File: src/rtl/mem_arbiter_pkg.sv
// Shared constants for the memory arbiter: control-signal encodings, FSM state codes and the
// default watchdog limit.
package mem_arbiter_pkg;

  // Access size / extension (memory_type).
  localparam logic [3:0] MT_X  = 4'd0;
  localparam logic [3:0] MT_B  = 4'd1;
  localparam logic [3:0] MT_H  = 4'd2;
  localparam logic [3:0] MT_W  = 4'd3;
  localparam logic [3:0] MT_BU = 4'd5;
  localparam logic [3:0] MT_HU = 4'd6;

  // Access direction (memory_rw).
  localparam logic [1:0] M_X = 2'd0;
  localparam logic [1:0] M_R = 2'd1;
  localparam logic [1:0] M_W = 2'd2;

  // Arbiter FSM encoding.
  localparam logic [1:0] StIdle  = 2'd0;
  localparam logic [1:0] StBusyF = 2'd1;
  localparam logic [1:0] StBusyD = 2'd2;
  localparam logic [1:0] StResp  = 2'd3;

  localparam int unsigned TimeoutDefault = 15;

  function automatic logic rw_valid(logic [1:0] rw);
    return (rw == M_R) || (rw == M_W);
  endfunction

endpackage

File: src/rtl/mem_lane_align.sv
// Combinational lane steering: byte enables, store-data replication, load extraction with
// sign/zero extension, and the misalignment flag for one access.
module mem_lane_align
  import mem_arbiter_pkg::*;
(
  input  logic [3:0]  mtype_i,
  input  logic [1:0]  addr_lo_i,
  input  logic [31:0] wdata_i,
  input  logic [31:0] rdata_i,
  output logic [3:0]  be_o,
  output logic [31:0] wdata_o,
  output logic [31:0] rdata_o,
  output logic        misaligned_o
);

  logic [7:0]  rbyte;
  logic [15:0] rhalf;

  assign rbyte = rdata_i[{addr_lo_i, 3'b000} +: 8];
  assign rhalf = rdata_i[{addr_lo_i[1], 4'b0000} +: 16];

  // Anything that is not a byte or halfword type behaves as a full word.
  always_comb begin
    be_o         = 4'b1111;
    wdata_o      = wdata_i;
    rdata_o      = rdata_i;
    misaligned_o = (addr_lo_i != 2'b00);
    case (mtype_i)
      MT_B, MT_BU: begin
        be_o         = 4'b0001 << addr_lo_i;
        wdata_o      = {4{wdata_i[7:0]}};
        rdata_o      = {{24{(mtype_i == MT_B) & rbyte[7]}}, rbyte};
        misaligned_o = 1'b0;
      end
      MT_H, MT_HU: begin
        be_o         = 4'b0011 << {addr_lo_i[1], 1'b0};
        wdata_o      = {2{wdata_i[15:0]}};
        rdata_o      = {{16{(mtype_i == MT_H) & rhalf[15]}}, rhalf};
        misaligned_o = addr_lo_i[0];
      end
      default: ;
    endcase
  end

endmodule

File: src/rtl/mem_arbiter.sv
// Single-port memory arbiter between instruction fetch and load/store, data side first.
// Define MEM_ARB_TIMEOUT_EN to build the mem_ready watchdog (limit TIMEOUT wait cycles).
module mem_arbiter
  import mem_arbiter_pkg::*;
#(
  parameter int unsigned TIMEOUT = TimeoutDefault
) (
  input  logic        clk,
  input  logic        rst_n,
  input  logic        if_req_i,
  input  logic [31:0] if_addr_i,
  output logic [31:0] if_rdata_o,
  output logic        if_done_o,
  output logic        if_err_o,
  input  logic        dm_req_i,
  input  logic [31:0] dm_addr_i,
  input  logic [3:0]  dm_memory_type_i,
  input  logic [1:0]  dm_memory_rw_i,
  input  logic [31:0] dm_wdata_i,
  output logic [31:0] dm_rdata_o,
  output logic        dm_done_o,
  output logic        dm_err_o,
  output logic        mem_en_o,
  output logic        mem_we_o,
  output logic [3:0]  mem_be_o,
  output logic [31:0] mem_addr_o,
  output logic [31:0] mem_wdata_o,
  input  logic [31:0] mem_rdata_i,
  input  logic        mem_ready_i
);

  logic [1:0]  state_q, state_d;
  logic [3:0]  type_q, type_d;
  logic [1:0]  addr_lo_q, addr_lo_d;
  logic        if_done_q, if_done_d, if_err_q, if_err_d;
  logic        dm_done_q, dm_done_d, dm_err_q, dm_err_d;
  logic [31:0] if_rdata_q, if_rdata_d, dm_rdata_q, dm_rdata_d;
  logic        mem_en_q, mem_en_d, mem_we_q, mem_we_d;
  logic [3:0]  mem_be_q, mem_be_d;
  logic [31:0] mem_addr_q, mem_addr_d, mem_wdata_q, mem_wdata_d;

`ifdef MEM_ARB_TIMEOUT_EN
  localparam int unsigned CntW = $clog2(TIMEOUT + 1);
  logic [CntW-1:0] cnt_q, cnt_d;
`endif

  logic        dm_valid;
  logic [31:0] req_addr;
  logic [3:0]  al_type;
  logic [1:0]  al_addr;
  logic [3:0]  al_be;
  logic [31:0] al_wdata, al_rdata;
  logic        al_misaligned;
  logic        finish, fin_err;
  logic [31:0] fin_rdata;

  assign dm_valid = dm_req_i && rw_valid(dm_memory_rw_i);
  assign req_addr = dm_valid ? dm_addr_i : if_addr_i;

  // In IDLE the aligner judges the live request; while busy it extends the latched access.
  always_comb begin
    al_type = type_q;
    al_addr = addr_lo_q;
    if (state_q == StIdle) begin
      al_type = dm_valid ? dm_memory_type_i : MT_W;
      al_addr = req_addr[1:0];
    end
  end

  mem_lane_align u_align (
    .mtype_i      (al_type),
    .addr_lo_i    (al_addr),
    .wdata_i      (dm_wdata_i),
    .rdata_i      (mem_rdata_i),
    .be_o         (al_be),
    .wdata_o      (al_wdata),
    .rdata_o      (al_rdata),
    .misaligned_o (al_misaligned)
  );

  always_comb begin
    state_d     = state_q;
    type_d      = type_q;
    addr_lo_d   = addr_lo_q;
    mem_en_d    = mem_en_q;
    mem_we_d    = mem_we_q;
    mem_be_d    = mem_be_q;
    mem_addr_d  = mem_addr_q;
    mem_wdata_d = mem_wdata_q;
    if_done_d   = 1'b0;
    if_err_d    = 1'b0;
    if_rdata_d  = '0;
    dm_done_d   = 1'b0;
    dm_err_d    = 1'b0;
    dm_rdata_d  = '0;
    finish      = 1'b0;
    fin_err     = 1'b0;
    fin_rdata   = '0;
`ifdef MEM_ARB_TIMEOUT_EN
    cnt_d       = cnt_q;
`endif
    case (state_q)
      StIdle: begin
        if (dm_valid || if_req_i) begin
          if (al_misaligned) begin
            state_d   = StResp;
            dm_done_d = dm_valid;
            dm_err_d  = dm_valid;
            if_done_d = !dm_valid;
            if_err_d  = !dm_valid;
          end else begin
            state_d     = dm_valid ? StBusyD : StBusyF;
            type_d      = al_type;
            addr_lo_d   = al_addr;
            mem_en_d    = 1'b1;
            mem_we_d    = dm_valid && (dm_memory_rw_i == M_W);
            mem_be_d    = al_be;
            mem_addr_d  = {req_addr[31:2], 2'b00};
            mem_wdata_d = dm_valid ? al_wdata : '0;
`ifdef MEM_ARB_TIMEOUT_EN
            cnt_d       = '0;
`endif
          end
        end
      end
      StBusyF, StBusyD: begin
        if (mem_ready_i) begin
          finish    = 1'b1;
          fin_rdata = al_rdata;
`ifdef MEM_ARB_TIMEOUT_EN
        end else if (cnt_q == CntW'(TIMEOUT - 1)) begin
          finish  = 1'b1;
          fin_err = 1'b1;
        end else begin
          cnt_d = cnt_q + 1'b1;
`endif
        end
        if (finish) begin
          state_d     = StResp;
          mem_en_d    = 1'b0;
          mem_we_d    = 1'b0;
          mem_be_d    = '0;
          mem_addr_d  = '0;
          mem_wdata_d = '0;
          if (state_q == StBusyD) begin
            dm_done_d  = 1'b1;
            dm_err_d   = fin_err;
            dm_rdata_d = fin_rdata;
          end else begin
            if_done_d  = 1'b1;
            if_err_d   = fin_err;
            if_rdata_d = fin_rdata;
          end
        end
      end
      default: state_d = StIdle;
    endcase
  end

  always_ff @(posedge clk or negedge rst_n) begin
    if (!rst_n) begin
      state_q     <= StIdle;
      type_q      <= MT_X;
      addr_lo_q   <= '0;
      if_done_q   <= 1'b0;
      if_err_q    <= 1'b0;
      if_rdata_q  <= '0;
      dm_done_q   <= 1'b0;
      dm_err_q    <= 1'b0;
      dm_rdata_q  <= '0;
      mem_en_q    <= 1'b0;
      mem_we_q    <= 1'b0;
      mem_be_q    <= '0;
      mem_addr_q  <= '0;
      mem_wdata_q <= '0;
`ifdef MEM_ARB_TIMEOUT_EN
      cnt_q       <= '0;
`endif
    end else begin
      state_q     <= state_d;
      type_q      <= type_d;
      addr_lo_q   <= addr_lo_d;
      if_done_q   <= if_done_d;
      if_err_q    <= if_err_d;
      if_rdata_q  <= if_rdata_d;
      dm_done_q   <= dm_done_d;
      dm_err_q    <= dm_err_d;
      dm_rdata_q  <= dm_rdata_d;
      mem_en_q    <= mem_en_d;
      mem_we_q    <= mem_we_d;
      mem_be_q    <= mem_be_d;
      mem_addr_q  <= mem_addr_d;
      mem_wdata_q <= mem_wdata_d;
`ifdef MEM_ARB_TIMEOUT_EN
      cnt_q       <= cnt_d;
`endif
    end
  end

  assign if_rdata_o  = if_rdata_q;
  assign if_done_o   = if_done_q;
  assign if_err_o    = if_err_q;
  assign dm_rdata_o  = dm_rdata_q;
  assign dm_done_o   = dm_done_q;
  assign dm_err_o    = dm_err_q;
  assign mem_en_o    = mem_en_q;
  assign mem_we_o    = mem_we_q;
  assign mem_be_o    = mem_be_q;
  assign mem_addr_o  = mem_addr_q;
  assign mem_wdata_o = mem_wdata_q;

endmodule

File: config.mk
export PLATFORM = sky130hd
export DESIGN_NAME = mem_arbiter
export DESIGN_NICKNAME = d
export VERILOG_FILES = /design/src/rtl/mem_arbiter_pkg.sv /design/src/rtl/mem_lane_align.sv /design/src/rtl/mem_arbiter.sv
export SDC_FILE = /design/constraint.sdc
export NUM_CORES = 1
export LEC_CHECK = 0
export BUFFER_PORTS_ARGS = -buffer_cell sky130_fd_sc_hd__buf_2
export CAP_MARGIN = 0
export CELL_PAD_IN_SITES_DETAIL_PLACEMENT = 0
export CELL_PAD_IN_SITES_GLOBAL_PLACEMENT = 1
export CORE_MARGIN = 3
export CORE_UTILIZATION = 40
export CTS_CLUSTER_DIAMETER = 150
export CTS_CLUSTER_SIZE = 24
export DETAILED_ROUTE_END_ITERATION = 7
export PLACE_DENSITY_LB_ADDON = 0.1
export REMOVE_ABC_BUFFERS = 1
export SLEW_MARGIN = 40
export SYNTH_ARGS = -nofsm -noshare
export SYNTH_HDL_FRONTEND = slang
export SYNTH_HIERARCHICAL = 1
export SYNTH_SLANG_ARGS = --single-unit
File: constraint.sdc
create_clock -name clk -period 5.71 [get_ports clk]
set_clock_uncertainty 0.1 [all_clocks]
set_input_delay 1.142 -clock clk [delete_from_list [all_inputs] [get_ports clk]]
set_output_delay 1.142 -clock clk [all_outputs]
set_load 0.05 [all_outputs]
==> metrics.md <==
| Metric | Value |
|---|---|
| RSZ-0062 raised after global routing | `no` |
| Slew Limit Headroom | `53.4%` |
| Cell count after placement | `1100` |
| Diodes inserted | `0` |
| Setup Fix Bufs, Post-CTS | `0` |
| Post-synth EDFFs | `0` |
| Top-count cell post-synth | `dfrtp_1` |
| Detailed-route vias per instance | `5.17` |
| First-pass GRT wire length | `32.3 mm` |
| Status | `finished clean` |
| Peak supply drop | `0.000240 V` |
| Final nets | `1038` |
| Top_reg_cell synth | `dfrtp_1` |
| Slew @ Worst Pin | `0.699 ns` |
| CTS Buffer Depth | `2` |
| Remaining antenna violation count after routing | `0` |
| Synth cell types | `53` |
| Later-pin clock latency in the skew report | `0.42 ns` |
| Routed length per instance | `17.8 µm` |
| Crit path capture type | `flip-flop` |
| Min-delay worst type | `reg2reg` |
| FFs w/ async S/R, synth | `100%` |
| Final Wtd Congestion | `0.813` |
| Worst hold margin | `0.415 ns` |
| NetSw | `0.00269 W` |
| Slowest stage delay, CP | `0.63 ns` |
| Max Cap Violations | `0` |
| Hold Fails Final Rpt | `0` |
| CTS tree | `built` |
| Synth Cell Area | `0.00708 mm²` |
| Internal Power | `0.00280 W` |
| Total core area | `0.0173 mm²` |
| Hpwl dp | `14.6 mm` |
| 1st-iter DRT viols | `288` |
| Root Buffer | `clkbuf_16` |
| # rows | `48` |
| Worst path required time | `5.88 ns` |
| Area growth, synth to finish | `28.2%` |
| Crit path launch type | `input pin` |
| Die H | `139 µm` |
| FF+latch count, synth | `144` |
| CTS H-tree depth | `4` |
| Ratio of cells with drive above 1 in the final layout | `41.2%` |
| Non-Filler Instances | `1133` |
| Combinational Power Share | `53.6%` |
| Via Count | `5853` |
| CP max stage cell | `o211a_2` |
| Switching Fraction | `48.9%` |
| Critical path cell sequence | `buf_2, inv_1, ha_1, nand2b_2, nor2_1, a21oi_2, buf_4, nor3b_4, buf_4, nor2_1, nor2b_4, o211a_2, o22ai_1` |
| Most frequent cells after synthesis | `144 x dfrtp_1, 100 x nand2_1, 64 x and2_1` |
| Buf/Inv on CP | `4` |
| Crit Path Category | `in2reg` |
| Cts hold-fix bufs | `0` |
| Grt total ovfl | `0` |
| Top cells by area, synth | `dfrtp_1 51%, and2_1 5.7%, nand2_1 5.3%, a32o_1 5.1%, mux2i_1 5.1%` |
| # setup viols final | `0` |
| Post-Route WL | `20.2 mm` |
| Post-CTS Resized | `0` |
| Clock Sinks | `144` |
| Die area | `0.0193 mm²` |
| PwrDens | `605 mW/mm²` |
| Syn avg cell area | `10.8 µm²` |
| First-pass iteration count of the detailed router | `5` |
| Setup TNS | `0 ns` |
| Seq/Total Area, Yosys | `50.9%` |
| Crit Path Max Fanout | `31` |
| All-Layer GR Usage | `20.7%` |
| Vias in the first global route | `5985` |
| Synth area leader | `dfrtp_1` |
| I/O pin total | `277` |
| Clock network power share | `19.5%` |
| Synth Instances | `653` |
| Critical path's top delay family | `simple AND/OR/NAND/NOR gates` |
| Minimum clock period | `4.02 ns` |
| Critical Path AT | `4.19 ns` |
| Slew Limit Fails | `0` |
| Max Freq | `0.249 GHz` |
| Number of port buffers | `274` |
| Total CTS buffers | `17` |
| Pleak | `4.94 nW` |
| Clock-pin transition on the worst setup and hold timing paths | `0.06 ns` |
| DRC Markers | `0` |
| Final worst-path cycle share | `70.4%` |
| Synth top area share | `50.9%` |
| Initial Utilization | `40.9%` |
| Die W | `139 µm` |
| Ys Warns | `6` |
| Initial antenna violation count | `2` |
| Sequential Power Share | `26.9%` |
| Largest net degree at the start of global routing | `96` |
-- power groups by stage --
stage | Combinational (W) | Clock, W | Sequential (W)
finish | 0.00294 | 0.00107 | 0.00148
global route | 0.00316 | 0.00114 | 0.00151
CTS | 0.00297 | 0.00110 | 0.00148
detailed placement | 0.00296 | 0 | 0.00149
global placement | 0.00287 | 0 | 0.00148
floorplan | 0.00110 | 0 | 0.00252
-- layer usage --
metal,track usage [%],routed length [µm],vias to the layer above
met4,4.99,224,4
met3,6.41,1570,20
met1,26.5,8400,2844
li1,-,-,2766
met2,34.7,9990,219
met5,0,21,-
-- flip-flops by register name, indices dropped and copies added, names as in the netlist, 2 cells and up --
register     count
mem_addr_o      30
addr_lo_q        2
type_q           4
mem_wdata_o     32
mem_be_o         4
if_rdata_o      32
state_q          2
dm_rdata_o      32
-- final cells by class --
cell class | count | area, µm²
multi-input cells | 435 | 3070
clock inverters | 11 | 105
repair buffers | 287 | 1510
fillers | 1649 | 8220
clock buffers | 21 | 470
inverters | 10 | 37.5
flip-flops and latches | 144 | 3600
well taps | 225 | 282
-- logic make-up (layout without fill, tap and decap cells) --
logic type	after synthesis	count (layout)	synth area share, %
flops	144	144	50.9
mux	59	59	9.81
buf+inv	75	329	6.36
other cells	1	2	0.0530
simple gates	224	224	16.7
compound gates	146	146	15.5
fa+ha+maj	4	4	0.707
-- worst paths after layout --
path                              startpoint        endpoint  slack, ns  depth (start not counted)
min reg2reg                   mem_wdata_o[3]  mem_wdata_o[3]       0.41                          1
min                           mem_wdata_o[3]  mem_wdata_o[3]       0.41                          1
max in group asynchronous              rst_n       type_q[2]       3.67                          2
min in group asynchronous              rst_n  if_rdata_o[17]       0.69                          1
max                        dm_memory_rw_i[0]  mem_addr_o[24]       1.69                         13
max reg2reg                       state_q[0]  mem_addr_o[24]       2.02                         11
-- layout by cell type, fill, tap and decap left out, types with 3 or more instances in the layout --
master,instances
a21oi_1,18
a22oi_1,14
a32o_1,36
and2_1,64
buf_2,273
buf_4,9
clkbuf_16,17
clkbuf_8,4
clkinvlp_4,4
dfrtp_1,144
ha_1,4
inv_1,10
inv_6,3
mux2_2,15
mux2i_1,36
mux4_2,6
nand2_1,100
nand2_2,11
nand3_1,4
nor2_1,9
nor2b_1,15
nor3b_1,3
o211ai_1,7
o21ai_0,18
o21ai_1,3
o22ai_1,32
-- stage by stage --
step                      instance area (µm²)  power [W]  setup WS, ns  util (%)
after global placement                   8420    0.00435          1.16      48.7
final                                    9080    0.00549          1.69      52.5
after CTS                                9060    0.00555          1.67      52.4
after floorplan                          6670    0.00362        -0.826         -
after global routing                     9080    0.00581          1.41      52.5
after detailed placement                 8490    0.00446          1.22      49.1
(Power assumes the default switching activity.)
